$ cat src/rtl/dmac_evt_collector.sv
// Per-line DMA termination event collector: counts pulses, presents them as valid/ready events.
// Latency: a pulse is visible on evt_valid_o one cycle later; idle_o is registered (one cycle).
// Backpressure: events queue in a saturating per-line counter; overflow tracked when DMAC_EVT_COLLECTOR_OVF_EN is defined.
module dmac_evt_collector #(
    parameter int NB_CORES  = 8,
    parameter int CNT_WIDTH = 4
) (
    input  logic                  clk_i,
    input  logic                  rst_ni,
    input  logic [NB_CORES+1:0]   term_event_i,
    output logic [NB_CORES+1:0]   evt_valid_o,
    input  logic [NB_CORES+1:0]   evt_ready_i,
    output logic [NB_CORES+1:0]   evt_ovf_o,
    input  logic [NB_CORES+1:0]   ovf_clr_i,
    input  logic                  dma_busy_i,
    output logic                  idle_o
);

    localparam int NL = NB_CORES + 2;
    localparam logic [CNT_WIDTH-1:0] CMAX = {CNT_WIDTH{1'b1}};
    localparam logic [CNT_WIDTH-1:0] ONE  = {{(CNT_WIDTH-1){1'b0}}, 1'b1};

    logic [CNT_WIDTH-1:0] cnt_q [NL];
    logic [CNT_WIDTH-1:0] cnt_d [NL];
    logic [NL-1:0]        hs;
    logic [NL-1:0]        drop;
    logic                 all_zero_d;
    logic                 idle_q;

    // Valid is decoded from the registered counter only, so no pulse reaches it combinationally.
    always_comb begin
        evt_valid_o = '0;
        for (int i = 0; i < NL; i++) begin
            evt_valid_o[i] = (cnt_q[i] != '0);
        end
    end

    assign hs = evt_valid_o & evt_ready_i;

    // Next counter value per line: pulse adds, handshake subtracts, both cancel; saturate at CMAX.
    always_comb begin
        drop       = '0;
        all_zero_d = 1'b1;
        for (int i = 0; i < NL; i++) begin
            cnt_d[i] = cnt_q[i];
            if (term_event_i[i] && !hs[i]) begin
                if (cnt_q[i] == CMAX) begin
                    drop[i] = 1'b1;
                end else begin
                    cnt_d[i] = cnt_q[i] + ONE;
                end
            end else if (hs[i] && !term_event_i[i]) begin
                cnt_d[i] = cnt_q[i] - ONE;
            end
            if (cnt_d[i] != '0) begin
                all_zero_d = 1'b0;
            end
        end
    end

    // Counter and idle registers; idle looks at the counters being written so it tracks them without extra lag.
    always_ff @(posedge clk_i) begin
        if (!rst_ni) begin
            for (int i = 0; i < NL; i++) begin
                cnt_q[i] <= '0;
            end
            idle_q <= 1'b0;
        end else begin
            for (int i = 0; i < NL; i++) begin
                cnt_q[i] <= cnt_d[i];
            end
            idle_q <= ~dma_busy_i & all_zero_d;
        end
    end

    assign idle_o = idle_q;

`ifdef DMAC_EVT_COLLECTOR_OVF_EN
    logic [NL-1:0] ovf_q;

    // Sticky overflow: a dropped pulse sets the flag; a set in the same cycle as a clear wins.
    always_ff @(posedge clk_i) begin
        if (!rst_ni) begin
            ovf_q <= '0;
        end else begin
            ovf_q <= (ovf_q & ~ovf_clr_i) | drop;
        end
    end

    assign evt_ovf_o = ovf_q;
`else
    // Overflow tracking compiled out: flags tied low, clear inputs have no effect.
    logic unused_ovf;
    assign unused_ovf = ^{ovf_clr_i, drop};
    assign evt_ovf_o  = '0;
`endif

endmodule
$ cat config.mk
export PLATFORM = sky130hd
export DESIGN_NAME = dmac_evt_collector
export DESIGN_NICKNAME = d
export VERILOG_FILES = /design/src/rtl/dmac_evt_collector.sv
export SDC_FILE = /design/constraint.sdc
export NUM_CORES = 1
export LEC_CHECK = 0
export ABC_AREA = 1
export CAP_MARGIN = 20
export CORE_UTILIZATION = 50
export CTS_CLUSTER_SIZE = 40
export DETAILED_ROUTE_END_ITERATION = 10
export GPL_ROUTABILITY_DRIVEN = 0
export PLACE_DENSITY = 0.78
export SETUP_SLACK_MARGIN = 0.05
export SYNTH_ARGS = -nofsm -noshare
export SYNTH_HDL_FRONTEND = slang
export SYNTH_SLANG_ARGS = --single-unit
$ cat constraint.sdc
create_clock -name clk_i -period 1.5 [get_ports clk_i]
set_input_delay 0.3 -clock clk_i [delete_from_list [all_inputs] [get_ports clk_i]]
set_output_delay 0.3 -clock clk_i [all_outputs]
set_load 0.02 [all_outputs]
After elaboration in Yosys (flattened, before gate mapping)
Memory sizes are Yosys's and may differ from the RTL's.
Index checks and enable logic that the tools add are counted.
{"block": "word_totals", "reg_bits": 1, "ram_bits": 40, "inputBits": 33, "output_inout_bits": 21, "mem_count": 1}
{"memory": "cnt_q", "words": 10, "width": 4, "rd": 10, "rd_clocked_by_memory_dff": 0, "wr": 10, "line_no": "23", "text": "logic [CNT_WIDTH-1:0] cnt_q [NL];"}
{"block": "op_classes", "n_addsub": 20, "eq_ne": 10, "n_mux": 52, "n_bitwise": 13, "reduce_logical": 60}
{"operator": "$mux 4", "n": 40}
{"operator": "$reduce_bool 4->1", "n": 20}
{"operator": "$add 4x1->4 const B", "n": 10}
{"operator": "$eq 4x4->1 const B", "n": 10}
{"operator": "$sub 4x1->4 const B", "n": 10}
{"operator": "$logic_and 1x1->1", "n": 20}
{"operator": "$logic_not 1->1", "n": 20}
{"operator": "$mux 1", "n": 12}
{"operator": "$and 10x10->10", "n": 1}
{"operator": "$or 1x1->1", "n": 10}
{"operator": "$and 1x1->1", "n": 1}
{"operator": "$not 1->1", "n": 1}

Depth between registers and ports, before layout
Gate-level depths: netlist of run 1.
An unclocked memory read counts as a cell.
{"block": "logic_depth", "word_depth": 18, "ltp_mapped": 15, "mapped_depth_nobuf": 15}

Worst setup path after synthesis of run 1
Ideal clock, no wire load.
{"block": "synth_timing", "path_type": "register to register", "startpoint": "memory cnt_q[8][0]", "endpoint": "register idle_q (netlist: idle_o)", "setup_ns": 0.111, "arrival_time_ns": 1.610, "setup_slack_ns": -0.221, "stages_incl_launch_ff": 12, "path_buffers": 0, "synth_period_minus_slack_ns": 1.721, "path_cell_list": "dfxtp_1 inv_1 ha_1 nand2_1 nand3_2 or2_2 nand3_1 nor2_1 nand3_1 nor2_2 nand3_1 nor2_1"}
{"element": "from (decl)", "line_no": "23"}
{"element": "to (signal assigned)", "line_no": "72", "text": "idle_q <= ~dma_busy_i & all_zero_d;"}
{"element": "to (decl)", "line_no": "28", "text": "logic idle_q;"}

==> results of run 1 <==
-- layout make-up --
cell class / instances / area, um^2
well taps: 96 / 120.1
multi-input cells: 460 / 2929
flip-flops and latches: 41 / 850.8
repair buffers: 163 / 1346
fillers: 407 / 1172
clock buffers: 7 / 86.33
inverters: 85 / 326.6
-- cells by family (layout without fill, tap and decap cells) --
| group | after synthesis | count (layout) | share of synthesized area, % |
|---|---|---|---|
| fa+ha+maj | 20 | 20 | 7.050 |
| other cells | 1 | 10 | 0.1056 |
| simple gates | 359 | 359 | 45.61 |
| buf+inv | 101 | 255 | 11.98 |
| xor+xnor | 11 | 11 | 2.714 |
| flops | 41 | 41 | 23.12 |
| compound gates | 60 | 60 | 9.412 |
-- per-layer routing --
metal | share of wire (%) | track usage [%] | wire length, um
met1 | 40 | 32.98 | 4775
met2 | 51 | 54.33 | 6071
met3 | 5.4 | 3.333 | 648
met4 | 3.4 | 8.182 | 408
met5 | 0 | 0 | 0
-- Yosys cell counts, types with 10 or more instances --
library cell | count | share of area, %
buf_4 | 10 | 2.1
o21ai_0 | 20 | 2.8
ha_1 | 20 | 7.0
xor2_1 | 11 | 2.7
nor2_1 | 52 | 5.5
a21oi_1 | 22 | 3.1
nand2_1 | 183 | 19
dfxtp_1 | 41 | 23
inv_1 | 68 | 7.2
inv_2 | 17 | 1.8
nand3_1 | 79 | 11
nand4_1 | 10 | 1.8
-- cells in the final DEF, fill, tap and decap left out, types with 13 or more instances in the layout --
cell	count
inv_1	43
clkdlybuf4s50_1	21
buf_4	123
a21oi_1	17
inv_2	39
nand3_1	64
nand2_2	13
dfxtp_1	21
nor2_1	37
nand2_4	13
buf_6	17
nor2_2	19
nand3_4	13
nand2_1	163
dfxtp_2	18
-- worst max-delay path: stages (launching register included) --
cell	delay [ns]
dfxtp_2	0.37
ha_2	0.20
nand3_2	0.11
nand2_1	0.10
o21ai_0	0.11
nand2_1	0.07
nand2_1	0.07
nor2_2	0.13
nand2_1	0.09
nor2_2	0.15
nand2_1	0.08
nor2_2	0.08
nand3_1	0.08
nor2_1	0.09
-- final timing paths --
| path | startpoint | to |
|---|---|---|
| max | cnt_q[2][0] | idle_o |
| max reg2reg | cnt_q[2][0] | idle_o |
| min reg2reg | cnt_q[9][0] | cnt_q[9][0] |
| min | term_event_i[8] | cnt_q[8][1] |
-- power groups by stage --
| stage | sequential [mW] | combinational [mW] | clock, mW |
|---|---|---|---|
| after detailed placement | 1.76 | 6.03 | 0 |
| final | 1.81 | 7.55 | 0.763 |
| after global placement | 1.75 | 5.83 | 0 |
| after floorplan | 1.75 | 3.61 | 0 |
| after global routing | 1.84 | 8.10 | 0.822 |
| after CTS | 1.76 | 6.34 | 0.756 |
-- sequential cells by signal (all words and copies together), names as in the netlist --
register and count:
cnt_q 40, idle_o 1
-- through the flow --
step | worst slack, ns | setup TNS (ns) | cells
after floorplan | -0.007964 | -0.007964 | 602
after global placement | -0.4367 | -3.028 | 822
after detailed placement | -0.4540 | -3.870 | 822
after CTS | -0.1738 | -0.3595 | 841
after global routing | -0.3776 | -1.342 | 852
final | -0.3015 | -0.5457 | 852
-- what timing repair did --
item	CTS	global route
pin swaps	29	25
buffers inserted	15	17
endpoints found under the setup margin	19	35
hold buffers	0	0
gates resized for setup	82	92
==> results_dict.tcl, run 1 <==
set metrics [dict create \
    start_kind "flop" \
    power_mw 10.12 \
    max-vdd-ir-drop_uv 916.7 \
    async_flop_share_pct 0 \
    core_area_mm2 0.006832 \
    wl_per_cell_um 13.97 \
    synth_edf_count 0 \
    cts_tree "built" \
    grt_max_degree 39 \
    cts_sinks 41 \
    setup_ws_ns -0.3015 \
    slew_violations 0 \
    yosysUniqueCellTypes 29 \
    fin_crit_sh_pct 120.1 \
    pwr-share-comb_pct 74.6 \
    final-setup-viol-count 10 \
    status "finished, violations left" \
    critPathKind "flop to flop" \
    cts_root_buffer "clkbuf_8" \
    violations "setup timing" \
    clockBufferDepth 2 \
    critPathCaptureType "flop" \
    syn2layout_area_growth_pct 59.43 \
    finish.instance_area_mm2 0.005659 \
    crit_fanout 3 \
    reg2reg_slack_ns -0.30 \
    dieHeight_um 86.26 \
    grt_usage_pct 28.40 \
    grt_pass1_wl_um 17220 \
    fmax_mhz 555.1 \
    wirelength_um 11900 \
    min_path_type "input pin to flop" \
    grt.overflow.total 0 \
    synthFlopType "dfxtp_1" \
    dr.first_iter.drc_count 283 \
    start_util_pct 51.96 \
    dieArea_mm2 0.007440 \
    cap_violations 0 \
    firstDrtPassIters 5 \
    utilization_pct 82.84 \
    critPathArrivalTime_ns 2.04 \
    seqPwrFrac_pct 17.9 \
    avgSynthCellArea_um2 5.986 \
    drcViolationCount 0 \
    synth_seq_cells 41 \
    die_x_um 86.26 \
    grt_pass1_vias 4079 \
    clock_latency_ns 0.30 \
    pin_count 54 \
    ys_seq_area_share_pct 23.12 \
    skew_ns 0.008855 \
    hold_viol 0 \
    layout.nets 809 \
    h-tree-depth 2 \
    viasPerCell 5.366 \
    p_clk_share_pct 7.5 \
    ys_warn_count 0 \
    diodes 0 \
    fp-row-count 30 \
    powerDensity_mw_per_mm2 1789 \
    leakage_nw 2.805 \
    swShare_pct 46.82 \
    worst_hold_slack_ns 0.4579 \
    r2r_cells 13 \
    rsz0062_at_grt "true" \
    syn_inst 593 \
    place_area_mm2 0.004991 \
    period_minus_slack_ns 1.801 \
    worstPathRequired_ns 1.74 \
    portBuffers 33 \
    holdPathStages 3 \
    drive_gt1_share_pct 42.20 \
    antenna_found_initial 0 \
    power_switching_mw 4.739 \
    antenna_left 0 \
    syn_area_mm2 0.003550 \
    cts_buffers 5 \
    path_clk_slew_ns 0.07 \
    vias 4572 \
    p_int_mw 5.384 \
    dpl.hpwl_um 7587 \
]
Note: power is estimated with default switching activity, not from simulation.
==> run 2: changes to the inputs <==
Settings changed: ABC_AREA 1 to default, ABC_CLOCK_PERIOD_IN_PS from default to 1500.
==> run 2 against run 1 <==
Against the previous run: sequential power grew 3%; clock-buffer cell count is 1 lower; first-iteration DRC count rose to 3.3 times the previous value; utilization increased by 12 points; critical endpoint unchanged; the run still ends with setup timing left; maximum frequency is 34% lower; critical path depth is 4 lower; non-clock buffer count is 57 higher.
==> results_dict.tcl, run 2 <==
set metrics [dict create \
    status "finished, violations left" \
    violations "setup timing" \
    firstDrtPassIters 8 \
    worst_hold_slack_ns 0.4871 \
    layout.nets 744 \
    diodes 0 \
    antenna_found_initial 1 \
    critPathArrivalTime_ns 2.95 \
    vias 5541 \
    yosysTopAreaCellShare_pct 23.30 \
    pre_cts_ws_ns -1.103 \
    worst-path-buf-inv 1 \
    fin_crit_sh_pct 181.4 \
    tightestPinTransition_ns 0.6377 \
    worstPathRequired_ns 1.73 \
    final-setup-viol-count 40 \
    skew_ns 0.005904 \
    utilization_pct 95.19 \
    slew_violations 0 \
    grt_max_degree 18 \
    synth_edf_count 0 \
    power_mw 12.31 \
    max_stage_delay_ns 0.53 \
    avgSynthCellArea_um2 7.338 \
    dr.first_iter.drc_count 935 \
    pin_count 54 \
    critPathCaptureType "flop" \
    ys_top_cells_by_count "59 x nor2_1, 48 x nand2_1, 41 x dfxtp_1" \
    synth_seq_cells 41 \
    worstPathCellList "buf_4, ha_2, nand3_1, o2111a_2, mux2i_2, o2bb2ai_1, nand4_1, or4_4, nor4_2" \
    whs_endpoint "cnt_q[1][1]" \
    cap_violations 0 \
    r2r_cells 9 \
    ys_top_cells_by_area "dfxtp_1 23%, ha_1 7.1%, nor2_1 6.3%" \
    path_clk_slew_ns 0.09 \
    die_x_um 85.93 \
    hold_viol 0 \
    grt.overflow.total 0 \
    reg2reg_slack_ns -1.22 \
    min_path_type "input pin to flop" \
    dieArea_mm2 0.007384 \
    antenna_left 0 \
    hold_path_startpoint "term_event_i[1]" \
    clockBufferDepth 2 \
    syn_inst 480 \
    slew_headroom_pct 57.48 \
    viasPerCell 7.032 \
    cts_tree "built" \
    fp-row-count 30 \
    start_util_pct 51.84 \
    cts_root_buffer "clkbuf_8" \
    path_delay_family "simple AND/OR/NAND/NOR gates" \
    core_area_mm2 0.006794 \
    grt_pass1_vias 4825 \
    syn_area_mm2 0.003522 \
    dieHeight_um 85.93 \
    leakage_nw 2.788 \
    ys_seq_area_share_pct 23.30 \
    rsz0062_at_grt "true" \
    h-tree-depth 2 \
    cts_sinks 41 \
    wl_per_cell_um 26.53 \
    synth_area_leader_cell "dfxtp_1" \
    setup_ws_ns -1.221 \
    grt_pass1_wl_um 22200 \
    finish.instance_area_mm2 0.006467 \
    drive_gt1_share_pct 57.37 \
    grt_usage_pct 37.61 \
    fin_cells 788 \
    syn2layout_area_growth_pct 83.62 \
    portBuffers 33 \
    powerDensity_mw_per_mm2 1903 \
    period_minus_slack_ns 2.721 \
    place_area_mm2 0.005207 \
    cts_buffers 5 \
    cpMaxStageDelayCell "o2bb2ai_1" \
    rr_endpoint "idle_o" \
    largest_register_ffs 40 \
    drcViolationCount 0 \
    r2r-start "cnt_q[8][0]" \
    crit_fanout 3 \
    yosysMostFrequentCell "nor2_1" \
    synthFlopType "dfxtp_1" \
    holdPathStages 4 \
    critPathKind "flop to flop" \
    yosysUniqueCellTypes 63 \
    placed_cells 740 \
    start_kind "flop" \
    fmax_mhz 367.5 \
    final_cell_mix "151 x buf_4, 51 x nor2_1, 45 x buf_6, 37 x nand2_1, 20 x a21oi_1" \
    clock_latency_ns 0.31 \
    ys_warn_count 0 \
    async_flop_share_pct 0 \
    top_register "cnt_q" \
    dpl.hpwl_um 8259 \
    layout_commonest_cell "buf_4" \
    max-vdd-ir-drop_uv 1482 \
    tns_ns -11.70 \
    wirelength_um 20900 \
]
==> run 2: cell count changes after synthesis, moves of 9 or more <==
cell,before,now
nand2_1,183,48
nand3_1,79,9
inv_1,68,31
a21oi_1,22,39
inv_2,17,1
nor2b_1,0,14
a22oi_1,0,12
and2_1,0,11
a211oi_1,0,10
xor2_1,11,1
mux2i_1,0,9
nand3_2,9,0
==> run 2: worst max-delay path by stage <==
stage / to / cells after the start / startpoint
after floorplan: idle_o / 9 / cnt_q[4][0]
after global placement: idle_o / 8 / term_event_i[5]
after detailed placement: idle_o / 8 / evt_ready_i[5]
after CTS: idle_o / 7 / cnt_q[0][0]
after global routing: idle_o / 9 / cnt_q[8][0]
final: idle_o / 9 / cnt_q[8][0]
==> run 2: what timing repair did <==
item | CTS | global route
pin swaps | 27 | 37
setup buffers | 22 | 27
hold buffers | 0 | 0
resized for setup | 163 | 125
endpoints found under the setup margin | 43 | 49
==> run 2: cell type report <==
class	instances	area [um^2]
fill	167	326.6
clock buffer	6	82.58
inverter	32	140.1
timing repair buffer	220	1902
clock inverter	2	13.76
multi-input combinational	391	3341
tap	96	120.1
sequential	41	868.3
==> run 2: layer usage <==
| metal | routed length (um) | track usage, % |
|---|---|---|
| met5 | 82 | 0 |
| met4 | 2500 | 22.12 |
| met3 | 2859 | 7.796 |
| met2 | 8881 | 70.92 |
| met1 | 6579 | 37.86 |
==> run 2: tightest hold or removal path, delay by kind of cell <==
family	cells	cell delay [ns]
buffers and inverters	2	0.32
AO/OA/AOI/OAI	1	0.07
AND/OR/NAND/NOR	1	0.08
==> run 2: kinds of logic after synthesis <==
family | Yosys count | share of synthesized area (%)
AO/OA/AOI/OAI | 132 | 25.29
flip-flops | 41 | 23.30
buffers and inverters | 57 | 7.318
adder cells (fa/ha/maj) | 20 | 7.105
multiplexers | 10 | 2.878
other | 1 | 0.1065
XOR/XNOR | 9 | 2.238
AND/OR/NAND/NOR | 210 | 31.76
==> run 2: where the power goes <==
| part | switching (mW) | internal (mW) | leakage, nW |
|---|---|---|---|
| Clock | 0.467 | 0.375 | 0.0512 |
| Combinational | 4.88 | 4.73 | 2.39 |
| Sequential | 0.431 | 1.43 | 0.346 |
